<file path="src/rtl/atari_video_pkg.sv">
// Shared constants and types for the Atari video path (TIA capture to VGA scan-out).
package atari_video_pkg;

  localparam int COLOR_W      = 7;
  localparam int TIA_PIXELS   = 160;
  localparam int VGA_H_ACTIVE = 640;
  localparam int HSHIFT       = 2;

  typedef logic [COLOR_W-1:0] color_t;

endpackage

</file>
<file path="src/rtl/tia_scanline_doubler_if.sv">
// Bundle of TIA write-side, VGA read-side and status signals for the scanline doubler.
// Handshake: no valid/ready back-pressure; tia_wr_en qualifies tia_xpos/tia_color in the
// cycle it is high, pix_valid qualifies pix_color in the cycle it is high, both always accepted.
interface tia_scanline_doubler_if;
  import atari_video_pkg::*;

  logic         tia_wr_en;
  logic [7:0]   tia_xpos;
  color_t       tia_color;
  logic         tia_line_start;
  logic [9:0]   vga_hpos;
  logic [9:0]   vga_vpos;
  logic         vga_line_start;
  color_t       pix_color;
  logic         pix_valid;
  logic         line_drop;
  logic         dbg_wr_bank;
  logic         dbg_rd_bank;
  logic [1:0]   dbg_bank_valid;

  modport master (
    output tia_wr_en, tia_xpos, tia_color, tia_line_start,
           vga_hpos, vga_vpos, vga_line_start,
    input  pix_color, pix_valid, line_drop,
           dbg_wr_bank, dbg_rd_bank, dbg_bank_valid
  );

  modport slave (
    input  tia_wr_en, tia_xpos, tia_color, tia_line_start,
           vga_hpos, vga_vpos, vga_line_start,
    output pix_color, pix_valid, line_drop,
           dbg_wr_bank, dbg_rd_bank, dbg_bank_valid
  );

endinterface

</file>
<file path="src/rtl/line_ram_2bank.sv">
// Two-bank line buffer: one synchronous write port, one registered read port, write-first on match.
module line_ram_2bank
  import atari_video_pkg::*;
(
  input  logic       clk,
  input  logic       rst,
  input  logic       wr_en,
  input  logic       wr_bank,
  input  logic [7:0] wr_addr,
  input  color_t     wr_data,
  input  logic       rd_en,
  input  logic       rd_bank,
  input  logic [7:0] rd_addr,
  output color_t     rd_data
);

  color_t mem [0:1][0:TIA_PIXELS-1];
  color_t rd_data_q;
  color_t rd_data_d;

  // rd_en low forces a zero word so the output register doubles as the blanking stage.
  always_comb begin
    rd_data_d = '0;
    if (rd_en) begin
      if (wr_en && (wr_bank == rd_bank) && (wr_addr == rd_addr)) begin
        rd_data_d = wr_data;
      end else begin
        rd_data_d = mem[rd_bank][rd_addr];
      end
    end
  end

  always_ff @(posedge clk) begin
    if (wr_en) begin
      mem[wr_bank][wr_addr] <= wr_data;
    end
  end

  always_ff @(posedge clk) begin
    if (rst) begin
      rd_data_q <= '0;
    end else begin
      rd_data_q <= rd_data_d;
    end
  end

  assign rd_data = rd_data_q;

endmodule

</file>
<file path="src/rtl/tia_scanline_doubler.sv">
// Captures TIA scanlines into a ping-pong buffer and replays the last complete line
// to VGA at 4x horizontal / 2x vertical scale, flagging lines lost to rate mismatch.
module tia_scanline_doubler
  import atari_video_pkg::*;
(
  input  logic                   clk,
  input  logic                   reset,
  tia_scanline_doubler_if.slave  bus
);

  localparam logic [7:0] PIX_LIMIT = 8'(TIA_PIXELS);
  localparam logic [9:0] H_LIMIT   = 10'(VGA_H_ACTIVE);

  logic       wr_bank_q, wr_bank_d;
  logic       rd_bank_q, rd_bank_d;
  logic [1:0] bank_valid_q, bank_valid_d;
  logic [1:0] drop_cnt_q, drop_cnt_d;
  logic       line_drop_q, line_drop_d;
  logic       pix_valid_q, pix_valid_d;

  logic       eff_wr_bank;
  logic       wr_accept;
  logic       even_latch;
  logic       rd_en;
  logic [7:0] rd_addr;
  color_t     rd_data;

  always_comb begin
    wr_bank_d    = wr_bank_q;
    rd_bank_d    = rd_bank_q;
    bank_valid_d = bank_valid_q;
    drop_cnt_d   = drop_cnt_q;
    eff_wr_bank  = wr_bank_q ^ bus.tia_line_start;
    wr_accept    = bus.tia_wr_en && (bus.tia_xpos < PIX_LIMIT);
    even_latch   = bus.vga_line_start && !bus.vga_vpos[0];

    if (bus.tia_line_start) begin
      wr_bank_d                 = eff_wr_bank;
      bank_valid_d[eff_wr_bank] = 1'b0;
    end
    if (wr_accept) begin
      bank_valid_d[eff_wr_bank] = 1'b1;
    end

    // The latch sees the pre-toggle write bank, i.e. the most recently finished line.
    if (even_latch) begin
      rd_bank_d = ~wr_bank_q;
    end

    // A TIA pulse coincident with the even latch belongs to the new VGA pair.
    if (even_latch) begin
      drop_cnt_d = bus.tia_line_start ? 2'd1 : 2'd0;
    end else if (bus.tia_line_start && (drop_cnt_q != 2'd2)) begin
      drop_cnt_d = drop_cnt_q + 2'd1;
    end
    line_drop_d = line_drop_q || (drop_cnt_d == 2'd2);

    // Read from the freshly latched bank so pixel 0 of an even line is already correct.
    rd_addr     = 8'(bus.vga_hpos >> HSHIFT);
    rd_en       = (bus.vga_hpos < H_LIMIT) && bank_valid_q[rd_bank_d];
    pix_valid_d = rd_en;
  end

  always_ff @(posedge clk) begin
    if (reset) begin
      wr_bank_q    <= 1'b0;
      rd_bank_q    <= 1'b1;
      bank_valid_q <= 2'b00;
      drop_cnt_q   <= 2'd0;
      line_drop_q  <= 1'b0;
      pix_valid_q  <= 1'b0;
    end else begin
      wr_bank_q    <= wr_bank_d;
      rd_bank_q    <= rd_bank_d;
      bank_valid_q <= bank_valid_d;
      drop_cnt_q   <= drop_cnt_d;
      line_drop_q  <= line_drop_d;
      pix_valid_q  <= pix_valid_d;
    end
  end

  line_ram_2bank u_ram (
    .clk     (clk),
    .rst     (reset),
    .wr_en   (wr_accept),
    .wr_bank (eff_wr_bank),
    .wr_addr (bus.tia_xpos),
    .wr_data (bus.tia_color),
    .rd_en   (rd_en),
    .rd_bank (rd_bank_d),
    .rd_addr (rd_addr),
    .rd_data (rd_data)
  );

  assign bus.pix_color      = rd_data;
  assign bus.pix_valid      = pix_valid_q;
  assign bus.line_drop      = line_drop_q;
  assign bus.dbg_wr_bank    = wr_bank_q;
  assign bus.dbg_rd_bank    = rd_bank_q;
  assign bus.dbg_bank_valid = bank_valid_q;

endmodule

</file>
<file path="src/flat_wrapper.sv">
// flat-port wrapper written by rule: the top's interface ports become plain ports
module tia_scanline_doubler_flat import atari_video_pkg::*;
  (clk, reset, bus_tia_wr_en, bus_tia_xpos, bus_tia_color, bus_tia_line_start, bus_vga_hpos, bus_vga_vpos, bus_vga_line_start, bus_pix_color, bus_pix_valid, bus_line_drop, bus_dbg_wr_bank, bus_dbg_rd_bank, bus_dbg_bank_valid);
  tia_scanline_doubler_if bus_i ();
  input  logic clk;
  input  logic reset;
  input wire logic [$bits(bus_i.tia_wr_en)-1:0] bus_tia_wr_en;
  input wire logic [$bits(bus_i.tia_xpos)-1:0] bus_tia_xpos;
  input wire logic [$bits(bus_i.tia_color)-1:0] bus_tia_color;
  input wire logic [$bits(bus_i.tia_line_start)-1:0] bus_tia_line_start;
  input wire logic [$bits(bus_i.vga_hpos)-1:0] bus_vga_hpos;
  input wire logic [$bits(bus_i.vga_vpos)-1:0] bus_vga_vpos;
  input wire logic [$bits(bus_i.vga_line_start)-1:0] bus_vga_line_start;
  output wire logic [$bits(bus_i.pix_color)-1:0] bus_pix_color;
  output wire logic [$bits(bus_i.pix_valid)-1:0] bus_pix_valid;
  output wire logic [$bits(bus_i.line_drop)-1:0] bus_line_drop;
  output wire logic [$bits(bus_i.dbg_wr_bank)-1:0] bus_dbg_wr_bank;
  output wire logic [$bits(bus_i.dbg_rd_bank)-1:0] bus_dbg_rd_bank;
  output wire logic [$bits(bus_i.dbg_bank_valid)-1:0] bus_dbg_bank_valid;
  assign bus_i.tia_wr_en = bus_tia_wr_en;
  assign bus_i.tia_xpos = bus_tia_xpos;
  assign bus_i.tia_color = bus_tia_color;
  assign bus_i.tia_line_start = bus_tia_line_start;
  assign bus_i.vga_hpos = bus_vga_hpos;
  assign bus_i.vga_vpos = bus_vga_vpos;
  assign bus_i.vga_line_start = bus_vga_line_start;
  assign bus_pix_color = bus_i.pix_color;
  assign bus_pix_valid = bus_i.pix_valid;
  assign bus_line_drop = bus_i.line_drop;
  assign bus_dbg_wr_bank = bus_i.dbg_wr_bank;
  assign bus_dbg_rd_bank = bus_i.dbg_rd_bank;
  assign bus_dbg_bank_valid = bus_i.dbg_bank_valid;
  tia_scanline_doubler u_core (.clk(clk), .reset(reset), .bus(bus_i));
endmodule
</file>
<file path="config.mk">
export PLATFORM = sky130hd
export DESIGN_NAME = tia_scanline_doubler_flat
export DESIGN_NICKNAME = d
export VERILOG_FILES = /design/src/rtl/atari_video_pkg.sv /design/src/rtl/tia_scanline_doubler_if.sv /design/src/rtl/line_ram_2bank.sv /design/src/rtl/tia_scanline_doubler.sv /design/src/flat_wrapper.sv
export SDC_FILE = /design/constraint.sdc
export NUM_CORES = 2
export LEC_CHECK = 0
export BUFFER_PORTS_ARGS = -buffer_cell sky130_fd_sc_hd__buf_4
export CAP_MARGIN = 20
export CELL_PAD_IN_SITES_DETAIL_PLACEMENT = 1
export CELL_PAD_IN_SITES_GLOBAL_PLACEMENT = 2
export CORE_MARGIN = 5
export CORE_UTILIZATION = 46
export CTS_CLUSTER_DIAMETER = 30
export CTS_CLUSTER_SIZE = 8
export DETAILED_ROUTE_END_ITERATION = 12
export PLACE_DENSITY = 0.75
export SLEW_MARGIN = 25
export SYNTH_ARGS = -nofsm -noshare
export SYNTH_HDL_FRONTEND = slang
export SYNTH_HIERARCHICAL = 1
export SYNTH_SLANG_ARGS = --single-unit
</file>
<file path="constraint.sdc">
create_clock -name clk -period 2.72 [get_ports clk]
set_clock_uncertainty 0.1 [all_clocks]
set_input_delay 0.136 -clock clk [delete_from_list [all_inputs] [get_ports clk]]
set_output_delay 0.136 -clock clk [all_outputs]
set_load 0.03 [all_outputs]
</file>
==> flow_metrics.tcl <==
set metrics [dict create \
    nNetsFinal 5333 \
    finalSetupTns_ns -5.10 \
    cts_buffers 461 \
    synth_ff_type "edfxtp_1" \
    cp_slowest_cell "mux4_2" \
    wl_per_cell_um 34.8 \
    gr-usage-all-layers_pct 28.6 \
    fp.dieH_um 448 \
    dp_slack_ns -1.20 \
    start_kind "flop" \
    finalHoldViolations 0 \
    ys_seq_elements 2255 \
    period_needed_ns 3.52 \
    setup_viol 7 \
    clk_latency_ns 0.98 \
    grt_max_degree 113 \
    drc 0 \
    fp-row-count 160 \
    cts_buffer_depth 4 \
    numPortBuffers 41 \
    finalPower_mw 99.3 \
    synth_area_leader_cell "edfxtp_1" \
    setup_slack_ns -0.801 \
    path_clk_slew_ns 0.05 \
    first_pass_iters 5 \
    grt_pass1_vias 53300 \
    yosysTopAreaCellShare_pct 76.4 \
    ys_types 62 \
    via_per_inst 6.12 \
    yosysMostFrequentCell "edfxtp_1" \
    holdWs_ns 0.0434 \
    yosys_warnings 6 \
    synthCells 4080 \
    cp_data_required_time_ns 3.48 \
    ctsHtreeMaxLevel 5 \
    timing.critical_path.mode_cell "mux4_2" \
    core_mm2 0.190 \
    critPathTopFamily "multiplexers" \
    path_cells "inv_4 -> mux2i_4 -> bufinv_16 -> buf_16 -> buf_12 -> buf_6 -> mux4_2 -> mux4_2 -> nor3b_2 -> a31oi_1 -> o22ai_2 -> nor3_2 -> o21ai_1" \
    syn-cell-area_mm2 0.0881 \
    p_per_area_mw_per_mm2 865 \
    ctsRootBufferMaster "clkbuf_16" \
    ys_top_cells_by_area "edfxtp_1, mux4_2, nor2_1" \
    status "complete, but fails checks" \
    die_w_um 448 \
    num_io_pins 53 \
    layout-drive-gt1-share_pct 41.6 \
    final_core_util_pct 60.3 \
    dieArea_mm2 0.200 \
    rsz0062_at_grt "true" \
    synth-edff-count 2240 \
    p_leak_nw 39.3 \
    ant_nets 0 \
    antenna_found_initial 9 \
    fmax_mhz 284 \
    syn_to_final_growth_pct 30.4 \
    cp_slowest_stage_delay_ns 0.56 \
    grt_pass1_wl_mm 406 \
    arrival_ns 4.29 \
    overflow 0 \
    worstMarginPinSlew_ns 1.06 \
    drv_slew 0 \
    critPathMaxFanout 8 \
    path_buf_inv 5 \
    synth.avg_cell_area_um2 21.6 \
    critPathCaptureType "flop" \
    fillerInstances 15900 \
    drt_iter0_markers 6015 \
    synth_nets 4121 \
    dp_hpwl_mm 171 \
    slew_headroom_pct 29.5 \
    yosysSeqAreaShare_pct 76.7 \
    drt-total-wl_mm 284 \
    min-delay-path-class "in2reg" \
    drv_cap 0 \
    initial_core_util_pct 46.3 \
    cts_tree "yes" \
    vias 49900 \
    period_share_pct 129 \
    cts_sinks 2255 \
    place.gp.congestion 0.880 \
    failed_checks "setup timing" \
    critical_path_class "reg2reg" \
    ir_worst_vdd_uv 843 \
    async_flop_share_pct 0 \
    synthTopCellsByCount "edfxtp_1, mux4_2, nor2_1" \
]
[logic make-up (layout without fill, tap and decap cells)]
kind of cell             after synthesis  after routing  synth area share [%]
adder cells (fa/ha/maj)                1              1                0.0142
buffers and inverters                260           1827                  1.54
flip-flops                          2255           2255                  76.7
AND/OR/NAND/NOR                      601            601                  2.99
multiplexers                         716            716                  16.8
other                                  0              8                     0
XOR/XNOR                               9              9                0.0895
AO/OA/AOI/OAI                        238            238                  1.86
[worst register-to-register path, delay by kind of cell (launching register included)]
kind / cells / cell delay (ns)
muxes: 3 / 1.20
buffers and inverters: 5 / 0.78
DFF: 1 / 0.36
and+or+nand+nor: 2 / 0.49
AOI/OAI and AO/OA: 3 / 0.47
[path summary, 6_finish.rpt]
| path | start | endpoint | slack, ns | cells past startpoint |
|---|---|---|---|---|
| setup reg to reg | u_core/bus.dbg_wr_bank$_SDFFE_PP0P_ | u_core/u_ram/rd_data[5]$_SDFF_PP0_ | -0.80 | 13 |
| setup / recovery | u_core/bus.dbg_wr_bank$_SDFFE_PP0P_ | u_core/u_ram/rd_data[5]$_SDFF_PP0_ | -0.80 | 13 |
| hold reg to reg | u_core/bus.line_drop$_SDFF_PP0_ | u_core/bus.line_drop$_SDFF_PP0_ | 0.38 | 1 |
| hold / removal | bus_vga_hpos[5] | u_core/u_ram/rd_data[3]$_SDFF_PP0_ | 0.04 | 6 |
[timing repair]
action / in CTS / in global routing
setup endpoints to repair: 31 / 17
pin swaps: 18 / 13
hold buffers: 32 / 0
gates cloned: 7 / 0
hold endpoints to repair: 2553 / 0
gates resized for setup: 84 / 22
buffers inserted: 26 / 1
[state kept, by name, summed over array words and instances, names as in the netlist]
name / count
u_core/bus.dbg_bank_valid: 2
u_core/bus.dbg_wr_bank: 1
u_core/bus.dbg_rd_bank: 1
u_core/u_ram/mem: 2240
u_core/drop_cnt_q: 2
u_core/u_ram/rd_data: 7
u_core/bus.pix_valid: 1
u_core/bus.line_drop: 1
[power by group]
group          internal [mW]  switching (mW)  total, mW
logic                   1.95            2.83       4.78
registers               38.3          0.0146       38.3
clock network           38.1            18.1       56.2
[cells in the final DEF, fill, tap and decap left out, types with 12 or more instances in the layout]
| cell | synthesis | final |
|---|---|---|
| a211oi_1 | 23 | 13 |
| a21oi_1 | 40 | 37 |
| a22oi_1 | 41 | 38 |
| buf_12 | 0 | 92 |
| buf_4 | 38 | 838 |
| buf_6 | 19 | 12 |
| buf_8 | 0 | 12 |
| bufinv_16 | 0 | 78 |
| clkbuf_1 | 104 | 67 |
| clkbuf_16 | 0 | 464 |
| clkinv_1 | 3 | 75 |
| clkinv_2 | 0 | 75 |
| clkinv_4 | 0 | 20 |
| clkinvlp_4 | 0 | 32 |
| dfxtp_1 | 15 | 13 |
| dlygate4sd3_1 | 0 | 32 |
| edfxtp_1 | 2240 | 2240 |
| mux2_2 | 15 | 15 |
| mux2i_1 | 92 | 90 |
| mux4_2 | 608 | 608 |
| nand2_1 | 73 | 65 |
| nand2b_1 | 19 | 19 |
| nand3_1 | 40 | 30 |
| nand4_1 | 14 | 14 |
| nor2_1 | 358 | 354 |
| nor2b_1 | 42 | 40 |
| nor3_1 | 21 | 17 |
| o21ai_0 | 31 | 25 |
| o22ai_1 | 22 | 15 |
[stage by stage]
step,area (µm²),std cells
2_1_floorplan,88200,4080
3_3_place_gp,98200,7278
3_5_place_dp,98200,7278
4_1_cts,115000,8158
5_1_grt,115000,8163
6_report,115000,8166
[metal layers]
metal,vias to the layer above,share of wire (%),track usage [%]
met4,0,4.6,12.3
met2,2935,50,47.2
met1,26700,37,37.1
li1,19700,-,-
met5,-,0,0
met3,628,8.6,5.89
[cell type report]
| cell class | instances | area (µm²) | share of cell area (%) |
|---|---|---|---|
| Sequential cell | 2255 | 67600 | 58.8 |
| Multi-Input combinational cell | 1565 | 19500 | 17.0 |
| Inverter | 9 | 63.8 | 0.0556 |
| Timing Repair Buffer | 998 | 9090 | 7.92 |
| Timing Repair inverter | 2 | 28.8 | 0.0251 |
| Clock buffer | 534 | 11900 | 10.4 |
| Tap cell | 2511 | 3140 | 2.74 |
| Antenna cell | 8 | 20.0 | 0.0174 |
| Clock inverter | 284 | 3470 | 3.02 |
Note: power is estimated with default switching activity, not from simulation.
